### src/rtl/egg_timer_countdown.sv
`default_nettype none
// ============================================================================
// Module   : egg_timer_countdown
// Purpose  : BCD MM:SS countdown core of the egg timer. Holds four BCD
//            digits, counts down once per 1 Hz strobe while running and
//            raises an alarm at 00:00 for ALARM_SECS strobes.
// Ports    : clk        - system clock
//            reset_n    - asynchronous active-low reset
//            pulse_1Hz  - one-cycle 1 Hz enable strobe
//            btn_start  - start/resume strobe
//            btn_stop   - pause strobe
//            btn_clear  - abort / reload preset strobe
//            inc_sec    - add one second (IDLE only)
//            inc_min    - add one minute (IDLE only)
//            sec_digit1/sec_digit2/min_digit1/min_digit2 - BCD time digits
//            running    - high while counting down
//            alarm      - high while the alarm is sounding
// Revision : 1.0 - initial release
// ============================================================================
module egg_timer_countdown #(
  parameter int DEFAULT_MIN = 3,
  parameter int DEFAULT_SEC = 0,
  parameter int ALARM_SECS  = 10
) (
  input  logic       clk,
  input  logic       reset_n,
  input  logic       pulse_1Hz,
  input  logic       btn_start,
  input  logic       btn_stop,
  input  logic       btn_clear,
  input  logic       inc_sec,
  input  logic       inc_min,
  output logic [3:0] sec_digit1,
  output logic [3:0] sec_digit2,
  output logic [3:0] min_digit1,
  output logic [3:0] min_digit2,
  output logic       running,
  output logic       alarm
);

  typedef enum logic [1:0] {
    ST_IDLE  = 2'd0,
    ST_RUN   = 2'd1,
    ST_PAUSE = 2'd2,
    ST_DONE  = 2'd3
  } state_t;

  localparam logic [3:0] c_MIN_TENS = 4'(DEFAULT_MIN / 10);
  localparam logic [3:0] c_MIN_ONES = 4'(DEFAULT_MIN % 10);
  localparam logic [3:0] c_SEC_TENS = 4'(DEFAULT_SEC / 10);
  localparam logic [3:0] c_SEC_ONES = 4'(DEFAULT_SEC % 10);
  localparam logic [7:0] c_ALARM    = 8'(ALARM_SECS);

  state_t     r_state, w_state;
  logic [3:0] r_m2, r_m1, r_s2, r_s1;
  logic [3:0] w_m2, w_m1, w_s2, w_s1;
  logic [7:0] r_acnt, w_acnt;
  logic       r_running, r_alarm;
  logic       w_preset;
  logic       w_is_zero;
  logic [3:0] w_dec_m2, w_dec_m1, w_dec_s2, w_dec_s1;
  logic       w_dec_zero;

  // One-second BCD decrement, borrowing from the least significant digit up.
  always_comb begin
    w_dec_m2 = r_m2;
    w_dec_m1 = r_m1;
    w_dec_s2 = r_s2;
    w_dec_s1 = r_s1;
    if (r_s1 != 4'd0) begin
      w_dec_s1 = r_s1 - 4'd1;
    end else begin
      w_dec_s1 = 4'd9;
      if (r_s2 != 4'd0) begin
        w_dec_s2 = r_s2 - 4'd1;
      end else begin
        w_dec_s2 = 4'd5;
        if (r_m1 != 4'd0) begin
          w_dec_m1 = r_m1 - 4'd1;
        end else begin
          w_dec_m1 = 4'd9;
          w_dec_m2 = r_m2 - 4'd1;
        end
      end
    end
  end

  assign w_is_zero  = (r_m2 == 4'd0) && (r_m1 == 4'd0) && (r_s2 == 4'd0) && (r_s1 == 4'd0);
  assign w_dec_zero = (w_dec_m2 == 4'd0) && (w_dec_m1 == 4'd0) &&
                      (w_dec_s2 == 4'd0) && (w_dec_s1 == 4'd0);

  // Next-state / next-digit logic. Buttons are examined in priority order
  // clear > stop > start > inc_min > inc_sec, so a higher button that is
  // ignored in a state still masks the lower ones.
  always_comb begin
    w_state  = r_state;
    w_m2     = r_m2;
    w_m1     = r_m1;
    w_s2     = r_s2;
    w_s1     = r_s1;
    w_acnt   = r_acnt;
    w_preset = 1'b0;

    case (r_state)
      ST_IDLE: begin
        if (btn_clear) begin
          w_preset = 1'b1;
        end else if (btn_stop) begin
          w_state = ST_IDLE;
        end else if (btn_start) begin
          if (!w_is_zero) w_state = ST_RUN;
        end else if (inc_min) begin
          if (r_m1 == 4'd9) begin
            w_m1 = 4'd0;
            w_m2 = (r_m2 == 4'd9) ? 4'd0 : r_m2 + 4'd1;
          end else begin
            w_m1 = r_m1 + 4'd1;
          end
        end else if (inc_sec) begin
          // Seconds wrap 59 -> 00 without touching the minutes.
          if (r_s1 == 4'd9) begin
            w_s1 = 4'd0;
            w_s2 = (r_s2 == 4'd5) ? 4'd0 : r_s2 + 4'd1;
          end else begin
            w_s1 = r_s1 + 4'd1;
          end
        end
      end

      ST_RUN: begin
        if (btn_clear) begin
          w_preset = 1'b1;
        end else if (pulse_1Hz) begin
          w_m2 = w_dec_m2;
          w_m1 = w_dec_m1;
          w_s2 = w_dec_s2;
          w_s1 = w_dec_s1;
          // Reaching 00:00 wins over a simultaneous stop.
          if (w_dec_zero) begin
            w_state = ST_DONE;
            w_acnt  = 8'd0;
          end else if (btn_stop) begin
            w_state = ST_PAUSE;
          end
        end else if (btn_stop) begin
          w_state = ST_PAUSE;
        end
      end

      ST_PAUSE: begin
        if (btn_clear) begin
          w_preset = 1'b1;
        end else if (btn_stop) begin
          w_state = ST_PAUSE;
        end else if (btn_start) begin
          w_state = ST_RUN;
        end
      end

      ST_DONE: begin
        if (btn_clear || btn_stop || btn_start) begin
          w_preset = 1'b1;
        end else if (pulse_1Hz) begin
          if (8'(r_acnt + 8'd1) == c_ALARM) begin
            w_preset = 1'b1;
          end else begin
            w_acnt = r_acnt + 8'd1;
          end
        end
      end

      default: begin
        w_preset = 1'b1;
      end
    endcase

    if (w_preset) begin
      w_state = ST_IDLE;
      w_m2    = c_MIN_TENS;
      w_m1    = c_MIN_ONES;
      w_s2    = c_SEC_TENS;
      w_s1    = c_SEC_ONES;
      w_acnt  = 8'd0;
    end
  end

  always_ff @(posedge clk or negedge reset_n) begin
    if (!reset_n) begin
      r_state   <= ST_IDLE;
      r_m2      <= c_MIN_TENS;
      r_m1      <= c_MIN_ONES;
      r_s2      <= c_SEC_TENS;
      r_s1      <= c_SEC_ONES;
      r_acnt    <= 8'd0;
      r_running <= 1'b0;
      r_alarm   <= 1'b0;
    end else begin
      r_state   <= w_state;
      r_m2      <= w_m2;
      r_m1      <= w_m1;
      r_s2      <= w_s2;
      r_s1      <= w_s1;
      r_acnt    <= w_acnt;
      r_running <= (w_state == ST_RUN);
      r_alarm   <= (w_state == ST_DONE);
    end
  end

  assign min_digit2 = r_m2;
  assign min_digit1 = r_m1;
  assign sec_digit2 = r_s2;
  assign sec_digit1 = r_s1;
  assign running    = r_running;
  assign alarm      = r_alarm;

endmodule
`default_nettype wire

### config.mk
export PLATFORM = sky130hd
export DESIGN_NAME = egg_timer_countdown
export DESIGN_NICKNAME = d
export VERILOG_FILES = /design/src/rtl/egg_timer_countdown.sv
export SDC_FILE = /design/constraint.sdc
export NUM_CORES = 1
export LEC_CHECK = 0
export BUFFER_PORTS_ARGS = -buffer_cell sky130_fd_sc_hd__buf_4
export CORE_MARGIN = 10
export CORE_UTILIZATION = 50
export CTS_CLUSTER_SIZE = 14
export DETAILED_ROUTE_END_ITERATION = 10
export PLACE_DENSITY_LB_ADDON = 0.05
export SYNTH_ARGS = -nofsm -noshare
export SYNTH_HDL_FRONTEND = slang
export SYNTH_SLANG_ARGS = --single-unit
### constraint.sdc
create_clock -name clk -period 2.8 [get_ports clk]
set_clock_uncertainty 0.1 [all_clocks]
set_input_delay 0.28 -clock clk [delete_from_list [all_inputs] [get_ports clk]]
set_output_delay 0.28 -clock clk [all_outputs]
set_load 0.1 [all_outputs]
# Word-level counts from Yosys, hierarchy flattened
# Cells that the tools add are included.
dict set report totals {
  register_bits 28
  output_inout_bits 18
  inputBits 8
  elab_cells 144
}
dict set report classes {
  addsub 9
  n_reduce_logical 28
  eq_ne 24
  muxes 75
}
# op count
set ops {}
lappend ops {{two-way mux 4 bit} 45}
lappend ops {{two-way mux 8 bit} 7}
lappend ops {{inequality test 3 bit, second input constant} 14}
lappend ops {{logical NOT 4 bit} 8}
lappend ops {{one-hot mux 4 bit (2 select lines)} 4}
lappend ops {{two-way mux 2 bit} 12}
lappend ops {{adder 4 x 1 -> 4 bit, second input constant} 4}
lappend ops {{one-hot mux 8 bit (2 select lines)} 1}
lappend ops {{AND reduction 8 bit} 2}
lappend ops {{subtractor 4 x 1 -> 4 bit, second input constant} 4}
lappend ops {{AND reduction 7 bit} 2}
lappend ops {{equality test 4 bit, second input constant} 3}
lappend ops {{nonzero test 4 bit} 3}
lappend ops {{AND reduction 9 bit} 1}
lappend ops {{adder 8 x 1 -> 8 bit, second input constant} 1}
lappend ops {{equality test 8 x 4 -> 1 bit, second input constant} 1}
lappend ops {{equality test 2 bit, second input constant} 3}
lappend ops {{logical AND 1 bit} 6}
lappend ops {{one-hot mux 2 bit (3 select lines)} 1}
lappend ops {{nonzero test 3 bit} 2}
lappend ops {{equality test 2 x 1 -> 1 bit, second input constant} 2}
lappend ops {{equality test 4 x 3 -> 1 bit, second input constant} 1}
lappend ops {{two-way mux 1 bit} 4}
lappend ops {{OR reduction 3 bit} 1}
lappend ops {{other kinds (3)} 4}

# Depth between registers and ports, before layout
dict set report depth {
  ltp_word 14
  mapped_depth 9
  ltp_nobuf 8
}

# Worst setup path after synthesis
# OpenSTA, ideal clock, no wires.
dict set report synth_path {
  path_kind {flip-flop to flip-flop}
  startpoint {register r_s1[1] (netlist: sec_digit1[1])}
  endpoint {register r_acnt[2]}
  slack_ns -0.489
  stages_incl_launch_ff 10
  t_required_ns 2.574
  setup_time_ns 0.126
  n_path_buf 1
  arrival_time_ns 3.063
  period_less_slack_ns 3.289
  path_cell_list {dfrtp_1 inv_1 ha_1 or4b_4 nor3_2 xnor2_1 a31oi_2 or2_1 buf_6 a221o_1}
}
dict set report synth_between {
  elab_chain_len 8
  elab_cells_between_ends 15
  classes_between {add/sub: 1; eq/ne: 1; mux: 4; reduce/logical: 9}
}
# element line_no
set synth_lines {}
lappend synth_lines {{start, declared} 55} ;# logic [3:0] r_m2, r_m1, r_s2, r_s1;
lappend synth_lines {{start signal, assigned} 193} ;# r_s1 <= c_SEC_ONES;
lappend synth_lines {{start signal, assigned} 202} ;# r_s1 <= w_s1;
lappend synth_lines {{branches (longest 5 deep; another with subtractor 4 x 1 -> 4 bit)} n/a}
lappend synth_lines {{logical AND 1 bit (*)} 90} ;# (w_dec_s2 == 4'd0) && (w_dec_s1 == 4'd0);
lappend synth_lines {{inequality test 3 bit (no source line) (*)} n/a}
lappend synth_lines {{AND reduction 7 bit (no source line) (*)} n/a}
lappend synth_lines {{end signal, assigned} 203} ;# r_acnt <= w_acnt;
lappend synth_lines {{end, declared} 57} ;# logic [7:0] r_acnt, w_acnt;
# Every way passes the cells marked *.
# A chain may end at the register's enable or synchronous reset.

# Worst setup path in the final report
dict set report layout_path {
  startpoint {register r_s1[1] (netlist: sec_digit1[1])}
  endpoint {register r_m1[1] (netlist: min_digit1[1])}
}
dict set report layout_between {
  elab_chain_len 6
}
# element line_no
set layout_lines {}
lappend layout_lines {{nonzero test 4 bit} 70} ;# if (r_s1 != 4'd0) begin
lappend layout_lines {{two-way mux 4 bit} 70}
lappend layout_lines {{two-way mux 4 bit} 133} ;# end else if (pulse_1Hz) begin
lappend layout_lines {{two-way mux 4 bit} 131} ;# if (btn_clear) begin
lappend layout_lines {{one-hot mux 4 bit (2 select lines)} 104} ;# case (r_state)
lappend layout_lines {{two-way mux 4 bit} 177} ;# if (w_preset) begin
lappend layout_lines {{end signal, assigned} 191} ;# r_m1 <= c_MIN_ONES;
lappend layout_lines {{end signal, assigned} 200} ;# r_m1 <= w_m1;
lappend layout_lines {{end, declared} 55}
# Every way passes these cells. The select of a mux whose other input is x is not followed.

==> results <==
- The number of distinct standard cells referenced by the synthesized netlist is 62.
- The floorplan core area is 0.00444 mm2.
- The count of mapped cells out of synthesis is 284.
- The maximum clock insertion buffer count is 2.
- The data required time of the critical path is 2.92 ns.
- The power spent charging and discharging nets is 0.000314 W.
- After detailed routing, the average wire length per cell comes to 16.6 um.
- The run finished with clean final reports.
- The number of buffers inserted during clock tree synthesis is 3.
- The largest delay contributor family on the critical path is simple AND/OR/NAND/NOR gates.
- The classification of the worst setup path is reg -> reg.
- Counting buffers and inverters, the worst setup path is 8 cells deep.
- For this design, the sink count on the clock tree is 28.
- Of the total power, the clock network draws 0.282.
- Entering global routing, the biggest net connects 29 pins.
- The number of port buffers is 25.
- Measured in cells, the most critical reg-to-reg path has a length of 8.
- On the worst path, the slowest cell contributes a delay of 0.53 ns.
- The achievable frequency is 370 MHz.
- Walking the worst path, the cells encountered are inv_4 -> ha_4 -> or4b_4 -> or4_4 -> or3_1 -> a21oi_2 -> nor2b_1 -> a211o_1.
- The share of synthesized registers carrying an async set or reset is 1.00.
- The total iterations of the first detailed-routing run is 5.
- The final cell count without fillers is 362.
- Internal power comes to 0.000625 W.
- Setup repair after global routing left no endpoint under its margin.
- The leading register cell type out of synthesis is sky130_fd_sc_hd__dfrtp_1.
- The highest-delay cell along the critical path is sky130_fd_sc_hd__dfrtp_4.
- The netlist area before placement is 0.00233 mm2.
- In the final design database the tool counted 330 nets.
- The routed layout has 2,226 vias.
- At the worst endpoint, the arrival time is 2.83 ns.
- VDD sags by at most 0.243 mV.
- The global-route wire length before repair is 10.3 mm.
- Subtracting the final worst setup slack from the clock period gives 2.71 ns.
- The sum of buffers and inverters on the critical path is 1.
- For this run, the register share of the synthesized area comes to 0.302.
- The initial cell density of the core is 0.524.
- The area added between synthesis and finish is 16.6%.
- The number of antenna violations at the first check in global routing is 0.
- The repair_antennas step left the layout with diodes totalling 0.
- The floorplan has 24 rows.
- Of the cells placed in the final design, the portion with a size suffix greater than 1 is 0.229.
- The slew at the pin closest to its max-slew limit is 0.581 ns.
- In the layout the commonest cells are sky130_fd_sc_hd__buf_4 (39), sky130_fd_sc_hd__nor2_1 (29), sky130_fd_sc_hd__a21oi_1 (22), sky130_fd_sc_hd__nand2_1 (19), sky130_fd_sc_hd__dfrtp_1 (16).
- Measured along the y axis, the die boundary spans 88.2 um.
- Summed over all cells, the static leakage comes to 1.09 nW.
- The share of total power in sequential cells is 0.461.
- The total setup buffers inserted after CTS is 0.
- Dividing the final minimum period by the clock period gives 0.966.
- Global routing finished with a remaining overflow of 0.
- The total power divided by cell area is 346 mW/mm2.
- The min-delay analysis places its worst path in the category in -> reg.
- Across all hold checks on the routed design, the worst slack comes to 0.258 ns.
- The most common cell after layout, fill and taps aside is sky130_fd_sc_hd__buf_4.
- In this run, synthesis produced a sequential element count of 28.
- After synthesis, the mean cell area works out to 8.19 um2.
- The root buffer cell chosen for the clock tree is sky130_fd_sc_hd__clkbuf_8.
- The post-placement cell count is 357.
- The number of levels the H-tree was split into is 1.
- The final count of hold timing violations is 0.
- The net count of the mapped netlist is 303.
- The worst setup path is captured at a flop.
- The warning count from the yosys run is 0.
- The final wirelength is 6.01 mm.
- The clock latency of the later-clocked register in the worst-skew pair is 0.28 ns.
- The critical-path maximum fanout is 7.
- Of the total power, the share spent switching nets is 0.334.
- The count of endpoints failing setup in the final report is 0.
- The TritonCTS clock tree is yes.
- In the routed design, unresolved DRC markers number 0.
- In the global route stage, overall resource usage came out at 0.159.
- Once detail routing completed, the nets flagged for antenna violations numbered 0.
- The max-slew violation count is 0.
- Detailed placement ended at an HPWL of 4.31 mm.
- The via count of the first global-routing pass is 2,112.
- The via-per-instance ratio is 6.15.
- From left edge to right edge, the die measures 88.2 um.
- The clock-pin transition on the worst setup and hold timing paths is 0.11 ns.
- Across the run, the number of max-cap violations was 0.
- The worst slew margin relative to its limit is 0.610.
- The die covers 0.00778 mm2.
- The kind of launch point of the worst setup path is a flop.
- The combinational cell fraction of total power is 0.257.
- The count of pins on the block boundary is 26.
- The number of flops mapped to enable cells by yosys is 0.
- The first routing iteration left 211 violations.
- The depth of the worst hold-timing path is 3.
- The routability congestion estimate is 0.845.
layer usage:
metal	wire length, um	track usage	vias to the layer above
met2	2660	0.247	81
met4	40	0.0308	0
li1	-	-	1103
met3	350	0.0211	4
met1	2970	0.228	1038
met5	0	0	-
cell type report:
class                           instances  area (um2)
Inverter                               11        43.8
Clock buffer                            4        55.1
Tap cell                               52        65.1
Timing Repair Buffer                   40         303
Sequential cell                        28         721
Fill cell                             409        1730
Multi-Input combinational cell        227        1530
flip-flops by register name (all words and copies together), names as in the netlist:
register,flops
alarm,1
r_acnt,8
min_digit1,4
sec_digit2,4
sec_digit1,4
min_digit2,4
running,1
r_state,2
worst min-delay path, delay by kind of cell:
family | cells | cell delay, ns
and+or+nand+nor | 2 | 0.19
buffers and inverters | 1 | 0.14
through the flow:
| step | setup WS [ns] | area, um2 | TNS [ns] | power, W | utilization |
|---|---|---|---|---|---|
| final | 0.0942 | 2710 | 0 | 0.000939 | 0.610 |
| after global routing | 0.0153 | 2710 | 0 | 0.000982 | 0.610 |
| after CTS | 0.0649 | 2710 | 0 | 0.000941 | 0.609 |
| after detailed placement | 0.0908 | 2640 | 0 | 0.000677 | 0.594 |
| after global placement | 0.128 | 2640 | 0 | 0.000677 | 0.594 |
| after floorplan | -0.0857 | 2370 | -0.0857 | 0.000609 | - |
power groups by stage:
| stage | combinational [W] | sequential [W] | clock (W) |
|---|---|---|---|
| 2_1_floorplan | 0.000122 | 0.000487 | 0 |
| 3_3_place_gp | 0.000236 | 0.000440 | 0 |
| 3_5_place_dp | 0.000237 | 0.000441 | 0 |
| 4_1_cts | 0.000239 | 0.000433 | 0.000270 |
| 5_1_grt | 0.000262 | 0.000435 | 0.000285 |
| 6_report | 0.000242 | 0.000433 | 0.000265 |
Yosys cell counts, drive strengths merged (6+ instances only):
| master | number | area share |
|---|---|---|
| a21o | 7 | 0.023 |
| a21oi | 23 | 0.049 |
| clkbuf | 14 | 0.023 |
| dfrtp | 26 | 0.28 |
| ha | 11 | 0.059 |
| inv | 11 | 0.018 |
| nand2 | 19 | 0.031 |
| nand2b | 6 | 0.016 |
| nand3 | 11 | 0.024 |
| nor2 | 29 | 0.047 |
| nor2b | 7 | 0.019 |
| nor3 | 8 | 0.019 |
| nor4 | 6 | 0.023 |
| o21ai | 14 | 0.030 |
| o22ai | 6 | 0.016 |
| o31ai | 6 | 0.019 |
| xnor2 | 6 | 0.023 |
repair_timing:
action | in CTS | in global routing
setup endpoints to repair | 0 | 1
hold buffers | 1 | 0
gates resized for setup | 0 | 2
hold endpoints to repair | 26 | 0
worst paths after layout:
path / start / endpoint / slack, ns
min in group asynchronous: reset_n / r_state[1] / 0.36
min: btn_stop / r_state[0] / 0.26
min reg2reg: r_acnt[7] / r_acnt[7] / 0.46
max: sec_digit1[1] / min_digit1[1] / 0.09
max reg2reg: sec_digit1[1] / min_digit1[1] / 0.09
max in group asynchronous: reset_n / min_digit1[1] / 1.93
logic make-up (layout without fill, tap and decap cells):
| kind of cell | after synthesis | in the layout | synth area share |
|---|---|---|---|
| AOI/OAI and AO/OA | 88 | 88 | 0.250 |
| adders and majority gates | 11 | 11 | 0.0591 |
| and+or+nand+nor | 119 | 119 | 0.297 |
| muxes | 2 | 2 | 0.00860 |
| buffers and inverters | 29 | 55 | 0.0570 |
| DFF | 28 | 28 | 0.302 |
| xor gates and xnor gates | 7 | 7 | 0.0263 |
(Power assumes the default switching activity.)
